[config.mk]
export PLATFORM = sky130hd
export DESIGN_NAME = color_profile_sched_flat
export DESIGN_NICKNAME = d
export VERILOG_FILES = /design/src/rtl/color_profile_sched_if.sv /design/src/rtl/color_profile_sched.sv /design/src/flat_wrapper.sv
export SDC_FILE = /design/constraint.sdc
export NUM_CORES = 1
export LEC_CHECK = 0
export CORE_ASPECT_RATIO = 1.75
export CORE_MARGIN = 2
export CORE_UTILIZATION = 61
export CTS_BUF_LIST = sky130_fd_sc_hd__clkbuf_4
export DETAILED_ROUTE_END_ITERATION = 10
export PLACE_DENSITY = 0.8
export SLEW_MARGIN = 20
export SYNTH_ARGS = -nofsm -noshare
export SYNTH_HDL_FRONTEND = slang
export SYNTH_SLANG_ARGS = --single-unit
[constraint.sdc]
create_clock -name clk -period 7.45 [get_ports clk]
set_clock_uncertainty 0.15 [all_clocks]
set_input_delay 1.1175 -clock clk [delete_from_list [all_inputs] [get_ports clk]]
set_output_delay 1.1175 -clock clk [all_outputs]
set_load 0.1 [all_outputs]
[src/rtl/color_profile_sched_if.sv]
// Host/tracker-facing bundle for color_profile_sched: config writes, tracker hits, active thresholds, per-frame results.
// No backpressure anywhere on this bundle; every signal is sampled or presented each cycle.
interface color_profile_sched_if #(
  parameter int DATA_WIDTH   = 8,
  parameter int NUM_PROFILES = 4,
  parameter int CNT_WIDTH    = 19
);
  localparam int PW = $clog2(NUM_PROFILES);

  logic                  frame_start;
  logic                  cfg_we;
  logic [PW-1:0]         cfg_sel;
  logic [2:0]            cfg_field;
  logic [DATA_WIDTH-1:0] cfg_wdata;
  logic                  pix_valid;
  logic                  pix_hit;

  logic [DATA_WIDTH-1:0] h_min, h_max, h_min2, h_max2, s_min, v_min, v_max;
  logic                  thr_valid;
  logic [PW-1:0]         active_id;
  logic                  result_valid;
  logic [PW-1:0]         result_id;
  logic [CNT_WIDTH-1:0]  result_count;

  modport master (
    output frame_start, cfg_we, cfg_sel, cfg_field, cfg_wdata, pix_valid, pix_hit,
    input  h_min, h_max, h_min2, h_max2, s_min, v_min, v_max, thr_valid, active_id,
    input  result_valid, result_id, result_count
  );

  modport slave (
    input  frame_start, cfg_we, cfg_sel, cfg_field, cfg_wdata, pix_valid, pix_hit,
    output h_min, h_max, h_min2, h_max2, s_min, v_min, v_max, thr_valid, active_id,
    output result_valid, result_id, result_count
  );
endinterface

[src/rtl/color_profile_sched.sv]
// Round-robins one color tracker over the enabled threshold profiles, one per frame; result appears FLUSH_CYCLES+2 cycles after frame_start.
// No backpressure: config writes, hits and frame_start are accepted every cycle, and results are single-cycle pulses.
module color_profile_sched #(
  parameter int DATA_WIDTH   = 8,
  parameter int NUM_PROFILES = 4,
  parameter int CNT_WIDTH    = 19,
  parameter int FLUSH_CYCLES = 3
) (
  input  logic                   clk,
  input  logic                   rst_n,
  color_profile_sched_if.slave   bus
);
  localparam int PW = $clog2(NUM_PROFILES);
  localparam int FW = $clog2(FLUSH_CYCLES + 1);

  typedef struct packed {
    logic [DATA_WIDTH-1:0] h_min;
    logic [DATA_WIDTH-1:0] h_max;
    logic [DATA_WIDTH-1:0] h_min2;
    logic [DATA_WIDTH-1:0] h_max2;
    logic [DATA_WIDTH-1:0] s_min;
    logic [DATA_WIDTH-1:0] v_min;
    logic [DATA_WIDTH-1:0] v_max;
  } thr_t;

  localparam thr_t THR_RST = '{DATA_WIDTH'(0), DATA_WIDTH'(6), DATA_WIDTH'(249), DATA_WIDTH'(255),
                               DATA_WIDTH'(151), DATA_WIDTH'(50), DATA_WIDTH'(200)};

  typedef enum logic [1:0] {IDLE, RUN, DRAIN, SWITCH} state_t;

  thr_t                  shadow [NUM_PROFILES];
  logic [NUM_PROFILES-1:0] shadow_en;

  state_t                state;
  thr_t                  active;
  logic                  thr_valid;
  logic [PW-1:0]         act_id;
  logic                  res_valid;
  logic [PW-1:0]         res_id;
  logic [CNT_WIDTH-1:0]  res_count;
  logic [CNT_WIDTH-1:0]  cnt;
  logic [FW-1:0]         drain_cnt;
  logic                  from_idle;

  logic                  hit;
  logic [CNT_WIDTH-1:0]  cnt_next;
  logic [PW-1:0]         search_base;
  logic [PW-1:0]         idx;
  logic [PW-1:0]         next_id;
  logic                  next_found;

  // Shadow bank is written every cycle regardless of scheduler state.
  always_ff @(posedge clk or negedge rst_n) begin
    if (!rst_n) begin
      for (int i = 0; i < NUM_PROFILES; i++) begin
        shadow[i] <= THR_RST;
      end
      shadow_en <= NUM_PROFILES'(1);
    end else if (bus.cfg_we) begin
      case (bus.cfg_field)
        3'd0:    shadow[bus.cfg_sel].h_min  <= bus.cfg_wdata;
        3'd1:    shadow[bus.cfg_sel].h_max  <= bus.cfg_wdata;
        3'd2:    shadow[bus.cfg_sel].h_min2 <= bus.cfg_wdata;
        3'd3:    shadow[bus.cfg_sel].h_max2 <= bus.cfg_wdata;
        3'd4:    shadow[bus.cfg_sel].s_min  <= bus.cfg_wdata;
        3'd5:    shadow[bus.cfg_sel].v_min  <= bus.cfg_wdata;
        3'd6:    shadow[bus.cfg_sel].v_max  <= bus.cfg_wdata;
        default: shadow_en[bus.cfg_sel]     <= bus.cfg_wdata[0];
      endcase
    end
  end

  assign hit      = bus.pix_valid && bus.pix_hit;
  assign cnt_next = (hit && (cnt != '1)) ? cnt + CNT_WIDTH'(1) : cnt;

  // First enabled profile at or after search_base, wrapping; current profile is the last candidate.
  always_comb begin
    search_base = from_idle ? '0 : act_id + PW'(1);
    idx         = '0;
    next_id     = act_id;
    next_found  = 1'b0;
    for (int i = 0; i < NUM_PROFILES; i++) begin
      idx = search_base + PW'(i);
      if (!next_found && shadow_en[idx]) begin
        next_id    = idx;
        next_found = 1'b1;
      end
    end
  end

  always_ff @(posedge clk or negedge rst_n) begin
    if (!rst_n) begin
      state     <= IDLE;
      active    <= '0;
      thr_valid <= 1'b0;
      act_id    <= '0;
      res_valid <= 1'b0;
      res_id    <= '0;
      res_count <= '0;
      cnt       <= '0;
      drain_cnt <= '0;
      from_idle <= 1'b0;
    end else begin
      res_valid <= 1'b0;
      case (state)
        IDLE: begin
          if (bus.frame_start && (|shadow_en)) begin
            state     <= SWITCH;
            from_idle <= 1'b1;
          end
        end
        RUN: begin
          cnt <= cnt_next;
          if (bus.frame_start) begin
            state     <= DRAIN;
            drain_cnt <= '0;
          end
        end
        DRAIN: begin
          cnt <= cnt_next;
          if (drain_cnt == FW'(FLUSH_CYCLES - 1)) begin
            state <= SWITCH;
          end else begin
            drain_cnt <= drain_cnt + FW'(1);
          end
        end
        SWITCH: begin
          if (!from_idle) begin
            res_valid <= 1'b1;
            res_id    <= act_id;
            res_count <= cnt_next;
          end
          cnt       <= '0;
          from_idle <= 1'b0;
          if (next_found) begin
            active    <= shadow[next_id];
            act_id    <= next_id;
            thr_valid <= 1'b1;
            state     <= RUN;
          end else begin
            thr_valid <= 1'b0;
            state     <= IDLE;
          end
        end
        default: state <= IDLE;
      endcase
    end
  end

  assign bus.h_min        = active.h_min;
  assign bus.h_max        = active.h_max;
  assign bus.h_min2       = active.h_min2;
  assign bus.h_max2       = active.h_max2;
  assign bus.s_min        = active.s_min;
  assign bus.v_min        = active.v_min;
  assign bus.v_max        = active.v_max;
  assign bus.thr_valid    = thr_valid;
  assign bus.active_id    = act_id;
  assign bus.result_valid = res_valid;
  assign bus.result_id    = res_id;
  assign bus.result_count = res_count;
endmodule

[src/flat_wrapper.sv]
// flat-port wrapper written by rule: the top's interface ports become plain ports
module color_profile_sched_flat 
#(
  parameter int DATA_WIDTH   = 8,
  parameter int NUM_PROFILES = 4,
  parameter int CNT_WIDTH    = 19,
  parameter int FLUSH_CYCLES = 3
)
  (clk, rst_n, bus_frame_start, bus_cfg_we, bus_cfg_sel, bus_cfg_field, bus_cfg_wdata, bus_pix_valid, bus_pix_hit, bus_h_min, bus_h_max, bus_h_min2, bus_h_max2, bus_s_min, bus_v_min, bus_v_max, bus_thr_valid, bus_active_id, bus_result_valid, bus_result_id, bus_result_count);
  color_profile_sched_if #(.DATA_WIDTH(DATA_WIDTH), .NUM_PROFILES(NUM_PROFILES), .CNT_WIDTH(CNT_WIDTH)) bus_i ();
  input  logic clk;
  input  logic rst_n;
  input wire logic [$bits(bus_i.frame_start)-1:0] bus_frame_start;
  input wire logic [$bits(bus_i.cfg_we)-1:0] bus_cfg_we;
  input wire logic [$bits(bus_i.cfg_sel)-1:0] bus_cfg_sel;
  input wire logic [$bits(bus_i.cfg_field)-1:0] bus_cfg_field;
  input wire logic [$bits(bus_i.cfg_wdata)-1:0] bus_cfg_wdata;
  input wire logic [$bits(bus_i.pix_valid)-1:0] bus_pix_valid;
  input wire logic [$bits(bus_i.pix_hit)-1:0] bus_pix_hit;
  output wire logic [$bits(bus_i.h_min)-1:0] bus_h_min;
  output wire logic [$bits(bus_i.h_max)-1:0] bus_h_max;
  output wire logic [$bits(bus_i.h_min2)-1:0] bus_h_min2;
  output wire logic [$bits(bus_i.h_max2)-1:0] bus_h_max2;
  output wire logic [$bits(bus_i.s_min)-1:0] bus_s_min;
  output wire logic [$bits(bus_i.v_min)-1:0] bus_v_min;
  output wire logic [$bits(bus_i.v_max)-1:0] bus_v_max;
  output wire logic [$bits(bus_i.thr_valid)-1:0] bus_thr_valid;
  output wire logic [$bits(bus_i.active_id)-1:0] bus_active_id;
  output wire logic [$bits(bus_i.result_valid)-1:0] bus_result_valid;
  output wire logic [$bits(bus_i.result_id)-1:0] bus_result_id;
  output wire logic [$bits(bus_i.result_count)-1:0] bus_result_count;
  assign bus_i.frame_start = bus_frame_start;
  assign bus_i.cfg_we = bus_cfg_we;
  assign bus_i.cfg_sel = bus_cfg_sel;
  assign bus_i.cfg_field = bus_cfg_field;
  assign bus_i.cfg_wdata = bus_cfg_wdata;
  assign bus_i.pix_valid = bus_pix_valid;
  assign bus_i.pix_hit = bus_pix_hit;
  assign bus_h_min = bus_i.h_min;
  assign bus_h_max = bus_i.h_max;
  assign bus_h_min2 = bus_i.h_min2;
  assign bus_h_max2 = bus_i.h_max2;
  assign bus_s_min = bus_i.s_min;
  assign bus_v_min = bus_i.v_min;
  assign bus_v_max = bus_i.v_max;
  assign bus_thr_valid = bus_i.thr_valid;
  assign bus_active_id = bus_i.active_id;
  assign bus_result_valid = bus_i.result_valid;
  assign bus_result_id = bus_i.result_id;
  assign bus_result_count = bus_i.result_count;
  color_profile_sched #(.DATA_WIDTH(DATA_WIDTH), .NUM_PROFILES(NUM_PROFILES), .CNT_WIDTH(CNT_WIDTH), .FLUSH_CYCLES(FLUSH_CYCLES)) u_core (.clk(clk), .rst_n(rst_n), .bus(bus_i));
endmodule
==> results of run 1 <==
[worst max-delay path, delay by kind of cell, from the launching register on]
| family | cells | cell delay [ps] |
|---|---|---|
| compound gates | 5 | 1240 |
| buf+inv | 2 | 1300 |
| flops | 1 | 690 |
| simple gates | 2 | 900 |
[through the flow]
| step | instance area (µm²) | total power [W] | hold WS [ps] | util |
|---|---|---|---|---|
| 3_5_place_dp | 16700 | 0.00649 | 319 | 0.661 |
| 2_1_floorplan | 15700 | 0.00568 | 321 | - |
| 6_report | 17700 | 0.00799 | 247 | 0.702 |
| 4_1_cts | 17700 | 0.00803 | 236 | 0.703 |
| 3_3_place_gp | 16700 | 0.00641 | 310 | 0.661 |
| 5_1_grt | 17700 | 0.00839 | 296 | 0.702 |
[metal layers]
layer,wire (µm),share of wire,track usage
met3,1520,0.043,0.0466
met4,1420,0.040,0.137
met2,19300,0.54,0.489
met5,0,0,0
met1,13400,0.38,0.309
[logic make-up after synthesis]
logic type	synth area share
mux	0.204
buf+inv	0.0347
xor+xnor	0.0101
flops	0.541
fa+ha+maj	0.00160
compound gates	0.125
simple gates	0.0837
[registers in the layout, summed over array words and instances, names as in the netlist]
signal                   cells
u_core.bus.v_min             8
u_core.bus.s_min             8
u_core.drain_cnt             2
u_core.cnt                  19
u_core.bus.h_max2            8
u_core.bus.h_max             8
u_core.bus.active_id         2
u_core.bus.thr_valid         1
u_core.bus.h_min2            8
u_core.from_idle             1
u_core.shadow_en             4
u_core.state                 2
u_core.bus.h_min             8
u_core.bus.result_count     19
u_core.bus.result_id         2
u_core.bus.v_max             8
u_core.bus.result_valid      1
u_core.shadow              224
[where the power goes]
part           internal (W)  switching, W  leakage (nW)
Clock              0.000813      0.000712         0.629
Sequential          0.00235      0.000332          3.98
Combinational       0.00110       0.00269          2.99
Total               0.00426       0.00374          7.60
[Yosys cell counts (6+ instances only)]
master and instances:
a221oi_1 26, buf_1 8, nor2_1 90, clkbuf_1 60
xnor2_1 13, buf_8 6, nand2b_1 6, a221oi_2 30
nand3_1 10, dfstp_2 109, a211oi_1 42, a21oi_1 30
a31oi_1 15, nand2_1 55, nor3_1 6, nor2b_1 62
dfrtp_1 224, inv_1 6, mux2i_1 59, and3_1 7
a211oi_2 18, o21a_1 10, o21ai_0 24, buf_2 20
mux2_2 229
[worst max-delay path by stage]
stage                                      end  cells past startpoint               startpoint  slack [ps]
final                     u_core.bus.h_max2[7]                      9  u_core.bus.active_id[0]        2980
after global routing       u_core.bus.h_min[2]                      9  u_core.bus.active_id[0]        2690
after CTS                 u_core.bus.h_max2[7]                      9  u_core.bus.active_id[0]        3030
after detailed placement  u_core.bus.h_max2[7]                      9  u_core.bus.active_id[0]        3000
after global placement     u_core.bus.h_min[2]                      9  u_core.bus.active_id[0]        3080
after floorplan           u_core.bus.h_max2[0]                     10  u_core.bus.active_id[1]        4370
[cell type report]
class | count | area (µm²)
Inverter | 6 | 22.5
Clock inverter | 12 | 75.1
Tap cell | 316 | 395
Multi-Input combinational cell | 801 | 6680
Timing Repair Buffer | 114 | 1110
Fill cell | 1852 | 7520
Clock buffer | 129 | 968
Antenna cell | 2 | 5.00
Sequential cell | 333 | 8470
==> flow_summary.ini, run 1 <==
[status]
status = completed

[grt]
first_global_vias = 11400
grt_use_total = 0.271
grt-ovfl-total = 0
grt_max_degree = 169
grt_pass1_wl_um = 58400
antenna_found_initial = 1

[yosys]
synth_warnings = 0
synth_ff_type = dfrtp_1
synth_edf_count = 0
ys_seq_elements = 333
syn_area_per_cell_um2 = 12.6
yosys.area.top_type = dfrtp_1
mappedNetlistArea_um2 = 15700
syn_nets = 1263
yosysTopAreaCellShare = 0.358
synth_area_leaders = dfrtp_1, dfstp_2, mux2_2
synthCells = 1242
synth_cell_types = 63
async_reset_ff_frac = 1.00
seq_area_frac_synth = 0.541

[timing]
finalMaxSlewViolations = 0
setup_violations = 0
slew_headroom = 0.307
grt_setup_unrepaired = false
final.min_clock_period_ps = 4470
finalCritPeriodShare = 0.600
fmax_ghz = 0.224
fin_tns_setup_ps = 0
worst_pin_slew_ps = 1030
layout_setup_ws_ps = 2980
hold_violations = 0

[routing]
detail_route.wl_per_cell_um = 20.8
dr_total_vias = 10600
routed_wl_um = 35700
antenna_left = 0
dr.pass1.iters = 5
drtIter0Drc = 543
drc_errors = 0
avgViaCountPerCell = 6.18

[placement]
port_buffers = 99
dp.final_hpwl_um = 21400
dp_cells = 1570
place_congestion = 0.815
place_ws_ps = 3000

[worst_setup_path]
reg2reg_depth = 9
reg2reg_setup_slack_ps = 2980
critPathSlowestCell = nand2b_4
worst-setup-path-type = reg2reg
start_kind = register
crit_chain = nor2_2, a32o_1, o22ai_1, a311o_2, buf_4, nand2b_4, buf_4, a221oi_1, a211oi_1
crit_arrival_ps = 4930
crit_fanout = 59
worstPathRequired_ps = 7900
worstReg2RegEnd = u_core.bus.h_max2[7]
path_common_cell = buf_4
r2r-start = u_core.bus.active_id[0]
critPathMaxStageDelay_ps = 770
cp-end-kind = register

[floorplanning]
die_area_um2 = 27000
die_h_um = 216
core_um2 = 25200
initial_core_util = 0.620
fp.dieW_um = 125
rows = 77
ioPinCount = 100

[cells_and_area]
final_common_cell = mux2_2
final_cells = 1713
nets = 1353
final_cell_mix = mux2_2, dfrtp_1, clkbuf_4
synthToLayoutAreaGrowth_pct = 13.2
drive_gt1_frac = 0.397

[pwr]
power.density_nw_per_um2 = 451
leakage_nw = 7.60
vdd_drop_max_mv = 0.348

[clock_tree]
cts_setup_buffers = 0
clk_root_buffer_cell = clkbuf_4
cts_tree = yes
clk_pin_slew_worst_paths_ps = 70
post_cts_resized = 0
htreeDepth = 3
clkSinkCount = 333
cts-buffers-inserted = 76
holdBufCountCts = 0
clk_path_buf_depth = 3
insertion_delay_ps = 780

[run]
max-cap-violations = 0

[worst_hold_path]
holdCritPathClass = in2async
Power figures use the tool's default switching activity.
==> run 2, diff against run 1 <==
--- a/config.mk
+++ b/config.mk
@@ -7,10 +7,10 @@
 export LEC_CHECK = 0
 export CORE_ASPECT_RATIO = 1.75
 export CORE_MARGIN = 2
-export CORE_UTILIZATION = 61
+export CORE_UTILIZATION = 56
 export CTS_BUF_LIST = sky130_fd_sc_hd__clkbuf_4
 export DETAILED_ROUTE_END_ITERATION = 10
-export PLACE_DENSITY = 0.8
+export PLACE_DENSITY = 0.77
 export SLEW_MARGIN = 20
 export SYNTH_ARGS = -nofsm -noshare
 export SYNTH_HDL_FRONTEND = slang
==> constraint.sdc (replaced) <==
create_clock -name clk -period 3.83 [get_ports clk]
set_clock_uncertainty 0.15 [all_clocks]
set_input_delay 0.5745 -clock clk [delete_from_list [all_inputs] [get_ports clk]]
set_output_delay 0.5745 -clock clk [all_outputs]
set_load 0.1 [all_outputs]
==> run 2 against run 1 <==
  * Register-to-register slack got worse by 2400 ps
  * Utilization fell by 5.2 points
  * Global-route usage fell by 1.4 points
  * Total power rose by 96%
  * Sequential share of layout area fell by 0.87 points
  * Critical path depth did not move
  * Cell count rose by 4.8%
  * First-iteration DRC count fell by 9.9%
==> flow_summary.ini, run 2 (synthesis results as in run 1) <==
[status]
status = completed

[clock_tree]
clk_root_buffer_cell = clkbuf_4
clk_pin_slew_worst_paths_ps = 70
insertion_delay_ps = 750
post_cts_resized = 0
clk_path_buf_depth = 3
cts_tree = yes
cts_setup_buffers = 0
cts-buffers-inserted = 78
htreeDepth = 3
clkSinkCount = 333

[timing]
setup_violations = 0
fmax_ghz = 0.307
grt_setup_unrepaired = false
fin_tns_setup_ps = 0
finalMaxSlewViolations = 0
hold_violations = 0
finalCritPeriodShare = 0.850
final.min_clock_period_ps = 3250
worst_pin_slew_ps = 1040
slew_headroom = 0.306
layout_setup_ws_ps = 576

[worst_setup_path]
reg2reg_setup_slack_ps = 580
critPathMaxStageDelay_ps = 600
reg2reg_depth = 9
worstPathRequired_ps = 4320
crit_arrival_ps = 3740
crit_chain = nor2_2, mux4_2, nor3_2, o21ai_1, nand2b_1, a31oi_4, buf_16, buf_12, a211oi_1
critPathSlowestCell = dfrtp_1
crit_fanout = 26
cp.depth = 9
cpLargestDelayFamily = simple AND/OR/NAND/NOR gates
cp-end-kind = register
start_kind = register
critPathBufInv = 2
worst-setup-path-type = reg2reg

[floorplanning]
die_area_um2 = 29400
core_um2 = 27800
die_h_um = 225
rows = 81
ioPinCount = 100
fp.dieW_um = 130
initial_core_util = 0.564

[grt]
grt_use_total = 0.257
grt_max_degree = 108
grt_pass1_wl_um = 58300
first_global_vias = 11300
antenna_found_initial = 1
grt-ovfl-total = 0

[cells_and_area]
final_common_cell = mux2_2
final_cells = 1795
top_register = u_core.shadow
drive_gt1_frac = 0.403
synthToLayoutAreaGrowth_pct = 15.3
fillCellCount = 2137
nets = 1376
final_cell_mix = mux2_2, dfrtp_1, clkbuf_4
fin_area_um2 = 18100
largest_reg_flops = 224

[routing]
dr_total_vias = 10500
antenna_left = 0
avgViaCountPerCell = 5.85
dr.pass1.iters = 5
drc_errors = 0
detail_route.wl_per_cell_um = 20.0
routed_wl_um = 35900
drtIter0Drc = 489

[worst_hold_path]
holdCritPathClass = reg2reg
min_path_cells = 2

[placement]
port_buffers = 99
dp.final_hpwl_um = 22100
place_ws_ps = 484
dp_cells = 1646
place_congestion = 0.847
post_dp_cell_area_um2 = 17000

[pwr]
leakage_nw = 7.74
vdd_drop_max_mv = 0.582
power.density_nw_per_um2 = 868

[run]
max-cap-violations = 0
run 2: worst min-delay path, stage by stage, from the launching register on:
cell     delay [ps]
dfrtp_1         340
nand2_1          50
o21ai_0          60
run 2: repair_timing:
item,4_1_cts,5_1_grt
endpoints found under the setup margin,0,0
endpoints found under the hold margin,73,0
hold buffers,1,0
run 2: worst paths after layout:
check / startpoint / end
worst min-delay path: u_core.bus.result_count[14] / u_core.bus.result_count[14]
worst min register to register: u_core.bus.result_count[14] / u_core.bus.result_count[14]
max in group asynchronous: rst_n / u_core.shadow[25]
worst max register to register: u_core.bus.active_id[0] / u_core.bus.v_max[6]
min in group asynchronous: rst_n / u_core.shadow[66]
worst max-delay path: u_core.bus.active_id[0] / u_core.bus.v_max[6]
run 2: layout make-up:
type / count / area [µm²] / area share
timing repair buffer: 135 / 1380 / 0.0767
sequential: 333 / 8470 / 0.469
clock inverter: 19 / 72.6 / 0.00402
antenna: 1 / 2.50 / 0.000139
clock buffer: 127 / 953 / 0.0528
tap: 373 / 467 / 0.0259
multi-input combinational: 801 / 6680 / 0.370
inverter: 6 / 22.5 / 0.00125
run 2: through the flow:
| stage | utilization | total power [W] | hold slack (ps) |
|---|---|---|---|
| after floorplan | - | 0.0110 | 129 |
| after global placement | 0.612 | 0.0126 | 310 |
| after detailed placement | 0.612 | 0.0128 | 319 |
| after CTS | 0.649 | 0.0158 | 333 |
| after global routing | 0.650 | 0.0165 | 359 |
| final | 0.650 | 0.0157 | 328 |
run 2: where the power goes:
part           total (W)  internal, W  switching [W]
Sequential       0.00518      0.00456       0.000620
Combinational    0.00759      0.00230        0.00528
Clock            0.00289      0.00150        0.00139
Total             0.0157      0.00837        0.00729
run 2: layer usage:
| metal | share of wire | wire length [µm] | vias to the layer above | GRT usage |
|---|---|---|---|---|
| met1 | 0.39 | 14100 | 5372 | 0.298 |
| met2 | 0.54 | 19300 | 271 | 0.465 |
| li1 | - | - | 4805 | - |
| met5 | 0 | 0 | - | 0 |
| met4 | 0.028 | 1000 | 0 | 0.111 |
| met3 | 0.042 | 1500 | 61 | 0.0399 |
